<file path="src/rtl/mole_timer_pkg.sv">
// Shared types and default sizes for the multi-hole mole countdown bank.
package mole_timer_pkg;

  // Per-channel lifecycle; encoding is fixed so the values can be probed in a debugger.
  typedef enum logic [1:0] {
    StIdle     = 2'd0,
    StCounting = 2'd1,
    StPending  = 2'd2
  } ch_state_e;

  localparam int unsigned DefaultNumHoles = 8;
  localparam int unsigned DefaultCntW     = 4;

endpackage

</file>
<file path="src/rtl/mole_timer_channel.sv">
// One hole's countdown: arms on start, decrements on tick, waits for its expiry to be reported.
module mole_timer_channel
  import mole_timer_pkg::*;
#(
  parameter int unsigned CNT_W = DefaultCntW
) (
  input  logic             clk,
  input  logic             reset_n,
  input  logic             tick_i,
  input  logic             start_i,
  input  logic [CNT_W-1:0] start_value_i,
  input  logic             cancel_i,
  input  logic             report_i,
  output ch_state_e        state_o,
  output logic [CNT_W-1:0] count_o
);

  ch_state_e        state_q, state_d;
  logic [CNT_W-1:0] count_q, count_d;

  // Next state: cancel wins over everything, then start / tick / report by state.
  always_comb begin
    state_d = state_q;
    count_d = count_q;
    if (cancel_i && (state_q != StIdle)) begin
      state_d = StIdle;
      count_d = '0;
    end else begin
      unique case (state_q)
        StIdle: begin
          if (start_i) begin
            if (start_value_i != '0) begin
              state_d = StCounting;
              count_d = start_value_i;
            end else begin
              // Zero-length mole expires immediately without waiting for a tick.
              state_d = StPending;
              count_d = '0;
            end
          end
        end
        StCounting: begin
          if (tick_i) begin
            if (count_q == CNT_W'(1)) begin
              state_d = StPending;
              count_d = '0;
            end else begin
              count_d = count_q - 1'b1;
            end
          end
        end
        StPending: begin
          if (report_i) begin
            state_d = StIdle;
          end
        end
        default: begin
          state_d = StIdle;
          count_d = '0;
        end
      endcase
    end
  end

  // Channel state and counter registers.
  always_ff @(posedge clk or negedge reset_n) begin
    if (!reset_n) begin
      state_q <= StIdle;
      count_q <= '0;
    end else begin
      state_q <= state_d;
      count_q <= count_d;
    end
  end

  assign state_o = state_q;
  assign count_o = count_q;

endmodule

</file>
<file path="src/rtl/mole_timer_bank.sv">
// Bank of per-hole countdown timers with a round-robin expiry reporter.
module mole_timer_bank
  import mole_timer_pkg::*;
#(
  parameter int unsigned NUM_HOLES = DefaultNumHoles,
  parameter int unsigned CNT_W     = DefaultCntW,
  localparam int unsigned IDX_W    = $clog2(NUM_HOLES)
) (
  input  logic                       clk,
  input  logic                       reset_n,
  input  logic                       tick,
  input  logic                       start_valid,
  input  logic [IDX_W-1:0]           start_idx,
  input  logic [CNT_W-1:0]           start_value,
  output logic                       start_ready,
  input  logic [NUM_HOLES-1:0]       cancel_mask,
  output logic                       expired_valid,
  output logic [IDX_W-1:0]           expired_idx,
  input  logic                       expired_ready,
  output logic [NUM_HOLES-1:0]       active,
  output logic [NUM_HOLES*CNT_W-1:0] count_flat
);

  ch_state_e        ch_state [NUM_HOLES];
  logic [CNT_W-1:0] ch_count [NUM_HOLES];
  logic [NUM_HOLES-1:0] pending;
  logic [NUM_HOLES-1:0] ch_start;
  logic [NUM_HOLES-1:0] ch_report;

  logic [IDX_W-1:0] rr_ptr_q, rr_ptr_d;
  logic             hold_q, hold_d;
  logic [IDX_W-1:0] hold_idx_q, hold_idx_d;
  logic             scan_found;
  logic [IDX_W-1:0] scan_idx;
  logic             report_hs;

  for (genvar i = 0; i < NUM_HOLES; i++) begin : g_ch
    mole_timer_channel #(
      .CNT_W(CNT_W)
    ) u_channel (
      .clk          (clk),
      .reset_n      (reset_n),
      .tick_i       (tick),
      .start_i      (ch_start[i]),
      .start_value_i(start_value),
      .cancel_i     (cancel_mask[i]),
      .report_i     (ch_report[i]),
      .state_o      (ch_state[i]),
      .count_o      (ch_count[i])
    );

    assign pending[i] = (ch_state[i] == StPending);
    assign active[i]  = (ch_state[i] != StIdle);
    assign count_flat[i*CNT_W +: CNT_W] = ch_count[i];
  end

  // Start acceptance: decoded compare avoids indexing past NUM_HOLES for odd sizes.
  always_comb begin
    start_ready = 1'b0;
    ch_start    = '0;
    for (int unsigned i = 0; i < NUM_HOLES; i++) begin
      if ((start_idx == IDX_W'(i)) && (ch_state[i] == StIdle)) begin
        start_ready = 1'b1;
      end
    end
    for (int unsigned i = 0; i < NUM_HOLES; i++) begin
      ch_start[i] = start_valid && start_ready && (start_idx == IDX_W'(i));
    end
  end

  // Round-robin scan: first pending channel at or after rr_ptr, wrapping.
  always_comb begin
    int unsigned j;
    j          = 0;
    scan_found = 1'b0;
    scan_idx   = '0;
    for (int unsigned k = 0; k < NUM_HOLES; k++) begin
      j = (32'(rr_ptr_q) + k) % NUM_HOLES;
      if (!scan_found && pending[j]) begin
        scan_found = 1'b1;
        scan_idx   = IDX_W'(j);
      end
    end
  end

  // Report selection: keep offering a stalled report unless its channel stopped pending.
  always_comb begin
    if (hold_q && pending[hold_idx_q]) begin
      expired_valid = 1'b1;
      expired_idx   = hold_idx_q;
    end else begin
      expired_valid = scan_found;
      expired_idx   = scan_found ? scan_idx : '0;
    end
    // A cancel on the reported channel voids the handshake.
    report_hs = expired_valid && expired_ready && !cancel_mask[expired_idx];
    for (int unsigned i = 0; i < NUM_HOLES; i++) begin
      ch_report[i] = report_hs && (expired_idx == IDX_W'(i));
    end
    rr_ptr_d = rr_ptr_q;
    if (report_hs) begin
      rr_ptr_d = (expired_idx == IDX_W'(NUM_HOLES - 1)) ? '0 : expired_idx + 1'b1;
    end
    hold_d     = expired_valid && !expired_ready;
    hold_idx_d = expired_idx;
  end

  // Arbiter pointer and stall-hold registers.
  always_ff @(posedge clk or negedge reset_n) begin
    if (!reset_n) begin
      rr_ptr_q   <= '0;
      hold_q     <= 1'b0;
      hold_idx_q <= '0;
    end else begin
      rr_ptr_q   <= rr_ptr_d;
      hold_q     <= hold_d;
      hold_idx_q <= hold_idx_d;
    end
  end

endmodule

</file>
<file path="config.mk">
export PLATFORM = sky130hd
export DESIGN_NAME = mole_timer_bank
export DESIGN_NICKNAME = d
export VERILOG_FILES = /design/src/rtl/mole_timer_pkg.sv /design/src/rtl/mole_timer_channel.sv /design/src/rtl/mole_timer_bank.sv
export SDC_FILE = /design/constraint.sdc
export NUM_CORES = 1
export LEC_CHECK = 0
export CORE_AREA = 10 10 124 126
export CTS_BUF_LIST = sky130_fd_sc_hd__clkbuf_2 sky130_fd_sc_hd__clkbuf_4 sky130_fd_sc_hd__clkbuf_8
export DETAILED_ROUTE_END_ITERATION = 10
export DIE_AREA = 0 0 134 136
export DONT_BUFFER_PORTS = 1
export GPL_TIMING_DRIVEN = 0
export PLACE_DENSITY = 0.6
export RECOVER_POWER = 25
export SETUP_SLACK_MARGIN = 0.4
export SLEW_MARGIN = 20
export SYNTH_ARGS = -nofsm -noshare
export SYNTH_HDL_FRONTEND = slang
export SYNTH_SLANG_ARGS = --single-unit
</file>
<file path="constraint.sdc">
create_clock -name clk -period 4.4 [get_ports clk]
set_input_delay 1.1 -clock clk [delete_from_list [all_inputs] [get_ports clk]]
set_output_delay 1.1 -clock clk [all_outputs]
set_load 0.1 [all_outputs]
</file>
==> impl_results.md <==
* Min-delay worst type: in -> async
* Total gr overflow at 0
* Crit path largest cell delay at 0.63 ns
* Util after Layout at 0.472
* Measured slew at the worst slew-check pin at ~1.0 ns
* Synth unique cells at 78
* Buf+Inv Stages, Crit Path at 6
* Main flop type after synthesis: dfrtp_1
* DIE HEIGHT at between 100 and 150 µm
* Syn Area/Cell at 8.64 µm²
* Clk Latency, worst-skew pair at 0.33 ns
* Clk_skew at 0.00900 ns
* Total track usage at 0.166
* Pre-CTS WS at -0.284 ns
* Die area at 18,200 µm²
* GRT met3 Usage at 0.0317
* Root Driver: clkbuf_8
* Outcome: finished clean
* Crit Path Max Fanout at 7
* Post-synth EDFFs at 0
* Number of global-route vias before repair at 4,524
* # DRC at 0
* DR pass1 iterations at 5
* Kind of critical path: reg -> out
* Mapped Nets at roughly 630
* Routed Antenna Nets at 0
* Cts bufs inserted at 5
* FF-to-FF path depth at 18
* Max Cap Viol at 0
* Critical path origin: rr_ptr_q[0]$_DFFE_PN0P_
* # nets final at 672
* M1 GR Usage at 0.207
* Largest delay share family, worst path: buffers and inverters
* Setup violators final at 0
* Antenna Diode Count at 0
* IO Count at 65
* Crit-path cells: buf_6, inv_6, buf_12, ha_4, clkbuf_16, inv_16, mux4_2, a21oi_2, o211a_1, o211ai_1, a22oi_2, clkinvlp_4
* Core ar. at 13,000 µm²
* Max H-tree Level at 2
* Syn Inst Count at 589
* Startpoint types: flop
* Slack of the critical path at around 0.0067 ns
* Layout cell share with drive strength beyond 1 at 0.240
* Final wirelength at 15.8 mm
* Reg-to-Reg End: rr_ptr_q[1]$_DFFE_PN0P_
* Grt met2 use at 0.280
* Drt via density at 5.91
* R2r startpoint: rr_ptr_q[0]$_DFFE_PN0P_
* Die Wd at around 130 µm
* Worst path slowest cell: clkinvlp_4
* Cell Area, Synth at 5090 µm²
* FMAX at ~0.23 GHz
* # rows at 42
* Starting Density at 0.392
* Slew Viols, Final at 0
* Area grow syn2layout at 20.3%
* Max clock buf depth at 2
* Commonest non-fill, non-tap cell in the layout: nor2_1
* Final Hold Vio Count at 0
* Worst Path Required at 3.30 ns
* Commonest cells after routing, fill and taps aside: 59 x nor2_1, 54 x dfrtp_1, 45 x nand2_1
* Most used routing layer: met2
* Synth Register Bits at 55
* Synth Warn # at 0
* RSZ-0062 raised after global routing: true
* Crit. End Element: output port
* Clock-pin slew on the worst setup and hold paths at 0.11 ns
* Flop-to-flop setup slack at 0.29 ns
* Largest net degree at the start of global routing at 56
* Port Buffers at 0
* Slew margin rel. at 0.306
* Wire per inst at a little under 20 µm
* Fin crit period at 4.39 ns
* Vias post-DR at ~4,800
* Sequential area share after synthesis at 0.270
* Final period utilization at 0.998
* CTS sink cnt at 55
* Initial antenna violation count at 0
* First DRT Iteration DRCs at 346
* First-pass GRT wire length at approximately 25 mm
* Hold_ws at ~0.46 ns
* Post-synth ARST share at 1.00
* Placer Congestion at 0.880
* Crit path arrival time at between 3 and 4 ns
* CTS tree: done
* Hpwl dp at 11.5 mm
how the worst max path moves through the flow:
| stage | end | slack [ns] | cells after the start |
|---|---|---|---|
| 2_1_floorplan | expired_idx[1] | 0.32 | 12 |
| 3_5_place_dp | expired_idx[1] | -0.28 | 10 |
| 6_report | expired_idx[1] | 0.007 | 12 |
| 4_1_cts | expired_idx[1] | 0.03 | 12 |
| 5_1_grt | expired_idx[1] | -0.06 | 9 |
| 3_3_place_gp | expired_idx[1] | -0.19 | 10 |
flip-flops by register name (all words and copies together), names as in the netlist:
signal                  count
g_ch.u_channel.count_o     32
g_ch.u_channel.state_o     16
hold_idx_q                  3
rr_ptr_q                    3
hold_q                      1
through the flow:
| step | instance area [µm²] | instances | setup TNS (ns) |
|---|---|---|---|
| after floorplan | 5190 | 589 | 0 |
| final | 6120 | 805 | 0 |
| after global routing | 6120 | 805 | -0.0603 |
| after CTS | 5850 | 794 | 0 |
| after detailed placement | 5420 | 766 | -1.66 |
| after global placement | 5410 | 765 | -0.921 |
layout make-up:
class / instances / area, µm²
tap: 176 / 220
sequential: 55 / 1380
clock inverter: 3 / 67.6
timing repair buffer: 32 / 274
multi-input combinational: 462 / 3690
fill: 1243 / 6860
clock buffer: 5 / 68.8
inverter: 40 / 199
buffer: 32 / 223
cells in the mapped netlist (3+ instances only):
| library cell | number | area share |
|---|---|---|
| a21o_1 | 10 | 0.015 |
| a21oi_1 | 36 | 0.035 |
| a221oi_1 | 4 | 0.0069 |
| a32o_1 | 4 | 0.0079 |
| buf_2 | 11 | 0.011 |
| buf_4 | 3 | 0.0044 |
| buf_6 | 4 | 0.0088 |
| clkbuf_1 | 11 | 0.0081 |
| dfrtp_1 | 55 | 0.27 |
| ha_1 | 24 | 0.059 |
| inv_1 | 37 | 0.027 |
| mux2_4 | 4 | 0.012 |
| mux2i_1 | 22 | 0.043 |
| mux4_2 | 17 | 0.075 |
| nand2_1 | 46 | 0.034 |
| nand2b_1 | 10 | 0.012 |
| nand3_1 | 9 | 0.0088 |
| nand3b_1 | 5 | 0.0074 |
| nor2_1 | 66 | 0.049 |
| nor2b_1 | 11 | 0.014 |
| nor3_1 | 16 | 0.016 |
| nor3b_1 | 8 | 0.012 |
| o211ai_1 | 6 | 0.0088 |
| o21a_1 | 10 | 0.015 |
| o21ai_0 | 46 | 0.045 |
| o22a_1 | 3 | 0.0052 |
| o22ai_1 | 4 | 0.0049 |
| o31ai_1 | 31 | 0.046 |
| o32ai_1 | 5 | 0.0086 |
| or3_1 | 4 | 0.0049 |
| xnor2_1 | 8 | 0.014 |
layer usage:
metal / part of all wire / vias to the layer above / routed length (µm)
met2: 0.49 / 155 / 7820
li1: - / 2238 / -
met1: 0.42 / 2334 / 6600
met5: 0 / - / 0
met3: 0.059 / 30 / 927
met4: 0.029 / 0 / 459
what timing repair did:
item                       in CTS  in global routing
pin swaps                      14                 18
gates resized for setup        32                 40
setup endpoints to repair      14                 13
cloned                          1                  0
hold buffers                    0                  0
buffers inserted               19                 11
cell families after synthesis:
family	Yosys count	share of synthesized area
multiplexers	46	0.144
adder cells (fa/ha/maj)	24	0.0590
AO/OA/AOI/OAI	187	0.254
AND/OR/NAND/NOR	195	0.191
buffers and inverters	72	0.0642
flip-flops	55	0.270
XOR/XNOR	10	0.0172
Power is left out: the tool's default activity adds up to more than one toggle a clock period on the data nets, which glitch-free logic cannot reach.
